`src/rtl/cen_generator.sv`:
```
// -----------------------------------------------------------------------------
// cen_generator
//
// Turns the divided clock clk_slow (nominally a 50-cycle period in the
// clk_100mhz domain) into single-cycle clock-enable pulses on clk_100mhz. The
// block also measures each incoming period, reports when the period has been
// stable for a while (locked), and emits a further-divided enable (cen_div)
// for the FM sample pipeline.
//
// Optional feature macro: CEN_GEN_PERIOD_OUT_EN
//   When defined, an extra output 'period' carries the last measured period.
//   When undefined, the port is absent and the rest of the block is unchanged.
//
// Ports
//   clk_100mhz  in   1      system clock, the only clock in the block
//   reset       in   1      asynchronous, active-high reset
//   clk_slow    in   1      divided clock, sampled asynchronously
//   cen         out  1      one-cycle pulse per detected rising edge of clk_slow
//   cen_div     out  1      one-cycle pulse on every DIV-th cen while locked
//   locked      out  1      high while the period stays inside the window
//   lost        out  1      one-cycle pulse when leaving the locked state
//   period      out  PW     last measured period (CEN_GEN_PERIOD_OUT_EN only)
// -----------------------------------------------------------------------------
module cen_generator #(
    parameter int PERIOD_NOM = 50,
    parameter int PERIOD_TOL = 2,
    parameter int LOCK_EDGES = 4,
    parameter int TIMEOUT    = 200,
    parameter int DIV        = 6,
    parameter int PW         = 8
) (
    input  logic          clk_100mhz,
    input  logic          reset,
    input  logic          clk_slow,
    output logic          cen,
    output logic          cen_div,
    output logic          locked,
    output logic          lost
`ifdef CEN_GEN_PERIOD_OUT_EN
    ,
    output logic [PW-1:0] period
`endif
);

    localparam logic [PW-1:0] WIN_LO   = PW'(PERIOD_NOM - PERIOD_TOL);
    localparam logic [PW-1:0] WIN_HI   = PW'(PERIOD_NOM + PERIOD_TOL);
    localparam logic [PW-1:0] TO_LAST  = PW'(TIMEOUT - 1);
    localparam logic [PW-1:0] CNT_MAX  = {PW{1'b1}};
    localparam int            GW       = $clog2(LOCK_EDGES + 1);
    localparam logic [GW-1:0] GOOD_LAST = GW'(LOCK_EDGES - 1);
    localparam int            DW       = (DIV > 1) ? $clog2(DIV) : 1;
    localparam logic [DW-1:0] DIV_LAST = DW'(DIV - 1);

    typedef enum logic [1:0] {
        ST_UNLOCKED = 2'd0,
        ST_ACQUIRE  = 2'd1,
        ST_LOCKED   = 2'd2
    } state_t;

    // Synchroniser chain plus one extra stage for edge detection
    logic          r_s0;
    logic          r_s1;
    logic          r_s2;

    logic [PW-1:0] r_cnt;
    logic [GW-1:0] r_good;
    logic [DW-1:0] r_div;
    state_t        r_state;

    logic          r_cen;
    logic          r_cen_div;
    logic          r_locked;
    logic          r_lost;

    logic          w_edge;
    logic [PW-1:0] w_cnt_inc;
    logic          w_in_win;
    logic          w_timeout;

    // Edge detect, saturating counter increment, window and timeout decode
    always_comb begin
        w_edge = r_s1 & ~r_s2;
        if (r_cnt == CNT_MAX) begin
            w_cnt_inc = r_cnt;
        end else begin
            w_cnt_inc = r_cnt + PW'(1);
        end
        // The saturated increment is also the measured period on an edge.
        w_in_win  = (w_cnt_inc >= WIN_LO) && (w_cnt_inc <= WIN_HI);
        // The counter is about to reach TIMEOUT; a simultaneous edge wins.
        w_timeout = ~w_edge && (r_cnt == TO_LAST);
    end

    // Two-flop synchroniser and the delayed copy used for edge detection
    always_ff @(posedge clk_100mhz or posedge reset) begin
        if (reset) begin
            r_s0 <= 1'b0;
            r_s1 <= 1'b0;
            r_s2 <= 1'b0;
        end else begin
            r_s0 <= clk_slow;
            r_s1 <= r_s0;
            r_s2 <= r_s1;
        end
    end

    // Period counter, lock FSM and all registered pulse outputs
    always_ff @(posedge clk_100mhz or posedge reset) begin
        if (reset) begin
            r_cnt     <= {PW{1'b0}};
            r_good    <= {GW{1'b0}};
            r_div     <= {DW{1'b0}};
            r_state   <= ST_UNLOCKED;
            r_cen     <= 1'b0;
            r_cen_div <= 1'b0;
            r_locked  <= 1'b0;
            r_lost    <= 1'b0;
        end else begin
            r_cen     <= w_edge;
            r_cen_div <= 1'b0;
            r_lost    <= 1'b0;
            if (w_edge) begin
                r_cnt <= {PW{1'b0}};
            end else begin
                r_cnt <= w_cnt_inc;
            end

            case (r_state)
                ST_UNLOCKED: begin
                    // The first edge only starts a measurement; it is not judged.
                    r_locked <= 1'b0;
                    r_good   <= {GW{1'b0}};
                    r_div    <= {DW{1'b0}};
                    if (w_edge) begin
                        r_state <= ST_ACQUIRE;
                    end else begin
                        r_state <= ST_UNLOCKED;
                    end
                end

                ST_ACQUIRE: begin
                    r_locked <= 1'b0;
                    r_div    <= {DW{1'b0}};
                    if (w_edge) begin
                        if (w_in_win) begin
                            if (r_good == GOOD_LAST) begin
                                r_state  <= ST_LOCKED;
                                r_locked <= 1'b1;
                                r_good   <= {GW{1'b0}};
                            end else begin
                                r_good <= r_good + GW'(1);
                            end
                        end else begin
                            r_good <= {GW{1'b0}};
                        end
                    end else if (w_timeout) begin
                        r_state <= ST_UNLOCKED;
                        r_good  <= {GW{1'b0}};
                    end else begin
                        r_state <= ST_ACQUIRE;
                    end
                end

                ST_LOCKED: begin
                    if ((w_edge && !w_in_win) || w_timeout) begin
                        r_state  <= ST_UNLOCKED;
                        r_locked <= 1'b0;
                        r_lost   <= 1'b1;
                        r_div    <= {DW{1'b0}};
                    end else if (w_edge) begin
                        // Good edge while locked: advance the divider.
                        r_locked <= 1'b1;
                        if (r_div == DIV_LAST) begin
                            r_div     <= {DW{1'b0}};
                            r_cen_div <= 1'b1;
                        end else begin
                            r_div <= r_div + DW'(1);
                        end
                    end else begin
                        r_locked <= 1'b1;
                        r_state  <= ST_LOCKED;
                    end
                end

                default: begin
                    r_state  <= ST_UNLOCKED;
                    r_locked <= 1'b0;
                    r_good   <= {GW{1'b0}};
                    r_div    <= {DW{1'b0}};
                end
            endcase
        end
    end

    assign cen     = r_cen;
    assign cen_div = r_cen_div;
    assign locked  = r_locked;
    assign lost    = r_lost;

`ifdef CEN_GEN_PERIOD_OUT_EN
    logic [PW-1:0] r_period;

    // Capture the measured period on the same cycle cen is issued
    always_ff @(posedge clk_100mhz or posedge reset) begin
        if (reset) begin
            r_period <= {PW{1'b0}};
        end else if (w_edge) begin
            r_period <= w_cnt_inc;
        end else begin
            r_period <= r_period;
        end
    end

    assign period = r_period;
`endif

endmodule

```
`config.mk`:
```
export PLATFORM = sky130hd
export DESIGN_NAME = cen_generator
export DESIGN_NICKNAME = d
export VERILOG_FILES = /design/src/rtl/cen_generator.sv
export SDC_FILE = /design/constraint.sdc
export NUM_CORES = 1
export LEC_CHECK = 0
export CAP_MARGIN = 20
export CELL_PAD_IN_SITES_DETAIL_PLACEMENT = 1
export CELL_PAD_IN_SITES_GLOBAL_PLACEMENT = 2
export CORE_MARGIN = 1.5
export CORE_UTILIZATION = 40
export DETAILED_ROUTE_END_ITERATION = 7
export PLACE_DENSITY = 0.86
export SKIP_LAST_GASP = 1
export SLEW_MARGIN = 20
export SYNTH_ARGS = -nofsm -noshare
export SYNTH_HDL_FRONTEND = slang
export SYNTH_SLANG_ARGS = --single-unit
export TNS_END_PERCENT = 100
```
`constraint.sdc`:
```
create_clock -name clk_100mhz -period 4.7 [get_ports clk_100mhz]
set_input_delay 0.94 -clock clk_100mhz [delete_from_list [all_inputs] [get_ports clk_100mhz]]
set_output_delay 0.94 -clock clk_100mhz [all_outputs]
set_load 0.02 [all_outputs]
```
After elaboration in Yosys (flattened, before gate mapping)
Index checks and enable logic that the tools add are counted.
W data, S select, Z words.
{ "word_totals": {"output_inout_bits": 4, "reg_bits": 23, "input_bits": 3} }
{ "op_classes": {"muxes": 30, "n_reduce_logical": 8, "n_lt_le_gt_ge": 2, "bitwise_logic": 4, "addsub": 3, "eq_ne": 11} }
{ "op_table": {"columns": ["op", "count"], "rows": [
  ["$mux W3", 8],
  ["$eq A8 B8 Y1 const B", 2],
  ["$mux W8", 2],
  ["$ne A3 B3 Y1 const B", 5],
  ["$mux W1", 12],
  ["$mux W2", 5],
  ["$add A8 B1 Y8 const B", 1],
  ["$ge A8 B6 Y1 const B", 1],
  ["$le A8 B6 Y1 const B", 1],
  ["$add A3 B1 Y3 const B", 2],
  ["$pmux W2 S3", 1],
  ["$pmux W3 S2", 1],
  ["$eq A3 B2 Y1 const B", 1],
  ["$eq A3 B3 Y1 const B", 1],
  ["$logic_and A1 B1 Y1", 3],
  ["$not A1 Y1", 3],
  ["$reduce_and A3 Y1", 1],
  ["$eq A2 B1 Y1 const B", 1],
  ["$eq A2 B2 Y1 const B", 1],
  ["$logic_not A2 Y1", 1],
  ["$pmux W1 S2", 1],
  ["$reduce_and A2 Y1", 1],
  ["$and A1 B1 Y1", 1],
  ["$logic_not A1 Y1", 1],
  ["$logic_or A1 B1 Y1", 1]
]} }

Logic depth before layout (Yosys ltp)
{ "depth": {"word_depth": 9, "depth_mapped": 8} }

Worst setup path before layout
OpenSTA, ideal clock, no wires.
{ "synth_timing": {"path_kind": "reg2reg", "startpoint": "register r_cnt[0]", "endpoint": "register r_state[0]", "setup_slack_ns": 2.350, "t_required_ns": 4.575, "stages_incl_launch_ff": 9, "setup_ns": 0.125, "arrival_ns": 2.225, "path_buffers": 1, "cell_sequence": "dfrtp_1 > ha_1 > nand4_1 > nand2_1 > a32o_1 > or4_1 > buf_2 > o21ai_0 > mux2_2"} }
{ "synth_via": {"elab_chain_len": 9, "elab_cells_between_ends": 18} }
{ "synth_rtl": {"columns": ["element", "line", "rtl"], "rows": [
  ["start: declaration", "65", "logic [PW-1:0] r_cnt;"],
  ["start signal: assignment", "110", "r_cnt <= {PW{1'b0}};"],
  ["start signal: assignment", "123", "r_cnt <= {PW{1'b0}};"],
  ["start signal: assignment", "125", "r_cnt <= w_cnt_inc;"],
  ["$add A8 B1 Y8 or $eq A8 B8 Y1 (tied branches)", "86, 83", null],
  ["$mux W8", "83", "if (r_cnt == CNT_MAX) begin"],
  ["$ge A8 B6 Y1 or $le A8 B6 Y1 (tied branches)", "89", "w_in_win = (w_cnt_inc >= WIN_LO) && (w_cnt_inc <= WIN_HI);"],
  ["$logic_and A1 B1 Y1", "89", null],
  ["$logic_not A1 Y1", "165", "if ((w_edge && !w_in_win) || w_timeout) begin"],
  ["$logic_and A1 B1 Y1", "165", null],
  ["$logic_or A1 B1 Y1", "165", null],
  ["$ne A3 B3 Y1 (no source line) or $mux W2 (tied branches)", null, null],
  ["$reduce_and A3 Y1 (no source line) or $pmux W2 S3 (tied branches)", null, null],
  ["end signal: assignment", "160", "r_state <= ST_ACQUIRE;"],
  ["end signal: assignment", "166", "r_state <= ST_UNLOCKED;"],
  ["end signal: assignment", "181", "r_state <= ST_LOCKED;"],
  ["end: declaration", "68", "state_t r_state;"]
]} }
Parallel ways exist; a longest one is shown, timed or not.
A chain may end at the register's enable or synchronous reset.

Final worst setup path
Ends and elaborated chain as after synthesis.

==> impl_metrics.csv <==
group,metric,value,unit
hold_path,hold_start,"r_s0",
clocking,hold_buffers,0,
yosys,synth_most_common_cell,"dfrtp_1",
grt,antenna_found_initial,0,
yosys,synth-compound-area-share,15.4,%
clocking,cts.clk_slew.worst_paths,130,ps
detailed_routing,drc,0,
yosys,synthXorXnorAreaFrac,2.17,%
clocking,htreeDepth,1,
floorplanning,die_y,58.1,um
clocking,cts_resized,0,
layout,multi_input_area,591,um2
place,routabilityCongestion,0.861,
yosys,seq_area_frac_synth,47.5,%
timing,slew_headroom,41.0,%
timing,setup_viol,0,
detailed_routing,drt_iter0_markers,29,
detailed_routing,ant_nets,0,
timing,hold_ws,372,ps
power_and_ir_drop,p_leak,0.584,nW
setup_path,startpoint_type,"flip-flop",
grt,grt_max_degree,24,
setup_path,setup.worst_path.start,"r_cnt[0]",
detailed_routing,routed_via_density,5.84,
floorplanning,core,2810,um2
place,dpl.hpwl,2020,um
grt,grt_usage,18.2,%
yosys,synth_edf_count,0,
place,post-place-cells,160,
clocking,clk-insertion-delay-late,320,ps
clocking,cts_setup_buffers,0,
yosys,syn-instance-count,126,
layout,fin_util,47.3,%
setup_path,ff2ff_path_depth,7,
clocking,clockRootBuffer,"clkbuf_4",
layout,fillers,330,
setup_path,reg2reg_from,"r_cnt[0]",
timing,fin_skew,9.81,ps
yosys,synth-adder-area-share,6.19,%
yosys,syn_area,1210,um2
timing,period_needed,2610,ps
yosys,ys.flop_type,"dfrtp_1",
hold_path,hold_path_class,"reg2reg",
detailed_routing,routedWlPerCell,16.7,um
power_and_ir_drop,power-per-cell-area,334,nW/um2
yosys,synth_cell_types,38,
timing,slew_viol_final,0,
floorplanning,row_count,19,
flow_run,cap_violations,0,
hold_path,hold_depth,0,
timing,setup_tns,0,ps
yosys,synthSimpleGateAreaFrac,23.2,%
clocking,cts.sinks,23,
layout,final_cells,164,
detailed_routing,routed_wl,2740,um
place,port_buffers,6,
setup_path,cp_max_fo,8,
timing,fmax,383,MHz
yosys,yosys-top-cells-area,"dfrtp_1 47%, ha_1 6.2%, nand2_1 4.0%, nor2_1 3.7%, a21oi_1 2.9%",
yosys,yosysWarnings,0,
timing,finalCritPeriodShare,55.6,%
floorplanning,dieWidth,58.1,um
yosys,synth_top_family_by_area,"simple AND/OR/NAND/NOR gates",
clocking,cts_tree,"built",
timing,worst_pin_slew,884,ps
power_and_ir_drop,vdd_drop_max,0.138,mV
grt,grt_pass1_wl,4560,um
layout,regArea,576,um2
timing,hold_violations,0,
grt,overflow,0,
grt,grt_pass1_vias,989,
layout,area_growth,9.39,%
floorplanning,initial_core_util,43.2,%
clocking,cts_buffers,3,
layout,fin_nets,143,
yosys,synthTopCellsByCount,"23 x dfrtp_1, 13 x nand2_1, 12 x nor2_1, 7 x a21oi_1, 7 x inv_1",
yosys,netlist.area_leader.share,47.5,%
setup_path,worstSetupEndpointType,"flip-flop",
setup_path,worstPathRequired,4930,ps
setup_path,critical_path_class,"reg2reg",
layout,antenna_cells,0,
floorplanning,die_area,3370,um2
detailed_routing,drtPass1Iterations,6,
timing,grt_setup_unrepaired,"false",
layout,drive_gt1_share,8.27,%
yosys,async_flop_share,100,%
detailed_routing,num_vias,957,
yosys,synth_mux_area_share,1.75,%
yosys,syn-num-nets,135,
yosys,yosysTopAreaCell,"dfrtp_1",
clocking,cts.path.max_buffers,2,
floorplanning,ios,7,
yosys,ys_ff_latch,23,
yosys,post_synth.cell_area_avg,9.62,um2
setup_path,crit_arrival,2840,ps
status,outcome,"completed",
==> worst paths after layout <==
path                               to  slack (ps)
max                        r_state[0]        2090
min                              r_s1         370
max reg2reg                r_state[0]        2090
min reg2reg                      r_s1         370
max in group asynchronous    r_cnt[7]        3050
min in group asynchronous    r_div[0]        1100
==> cell type report <==
type                    count  share of cell area, %
multi-input cells          92                   44.5
clock inverters             1                  0.377
inverters                   7                   1.98
repair buffers              7                   5.09
flip-flops and latches     23                   43.4
well taps                  31                   2.92
clock buffers               3                   1.70
==> critical path, cell delays in order (launching register included) <==
cell	delay [ps]
dfrtp_1	510
ha_1	320
and3_2	220
nand3_2	80
a32o_1	240
or4_1	590
o21ai_0	200
mux2_2	380
==> flip-flops by register name, indices dropped and copies added (netlist names), 2 cells and up <==
signal,count
r_cnt,8
r_div,3
r_good,3
r_state,2
==> layout by cell type, fill, tap and decap left out, types with 2 or more instances in the layout <==
cell type and n:
dfrtp_1 23, nand2_1 13, clkbuf_4 3, a32o_1 2
o21bai_1 2, ha_1 6, o21ai_0 6, nor2b_1 3
xnor2_1 2, o2bb2ai_1 3, nor2_1 12, nand2b_1 3
nand4_1 3, nor3b_1 2, a21oi_1 7, nand3_1 2
nor3_1 4, a31oi_1 2, clkdlybuf4s50_1 6, a21o_1 2
and3_2 2, inv_1 7, nor4_1 2
==> per-layer routing <==
metal,GRT usage (%),vias to the layer above,routed length (um)
met3,3.35,5,54
met1,23.8,476,1370
li1,-,461,-
met2,29.9,15,1260
met4,6.98,0,49
met5,0,-,0
==> per-stage QoR <==
stage / setup WS (ps) / power (mW) / cell area (um2)
finish: 2090 / 0.443 / 1330
detailed placement: 2140 / 0.350 / 1300
global placement: 2240 / 0.343 / 1300
global route: 1950 / 0.469 / 1330
CTS: 2130 / 0.449 / 1330
floorplan: 2350 / 0.316 / 1210
==> power by group <==
part           switching (mW)  internal [mW]  leakage (nW)
combinational          0.0578         0.0419         0.261
clock                  0.0630         0.0319        0.0177
sequential             0.0331          0.216         0.306
==> logic make-up after synthesis <==
family	count (synthesis)
simple gates	53
xor+xnor	3
buf+inv	11
compound gates	28
fa+ha+maj	6
mux	2
flops	23
No activity file was read; power rests on OpenSTA's default activity.
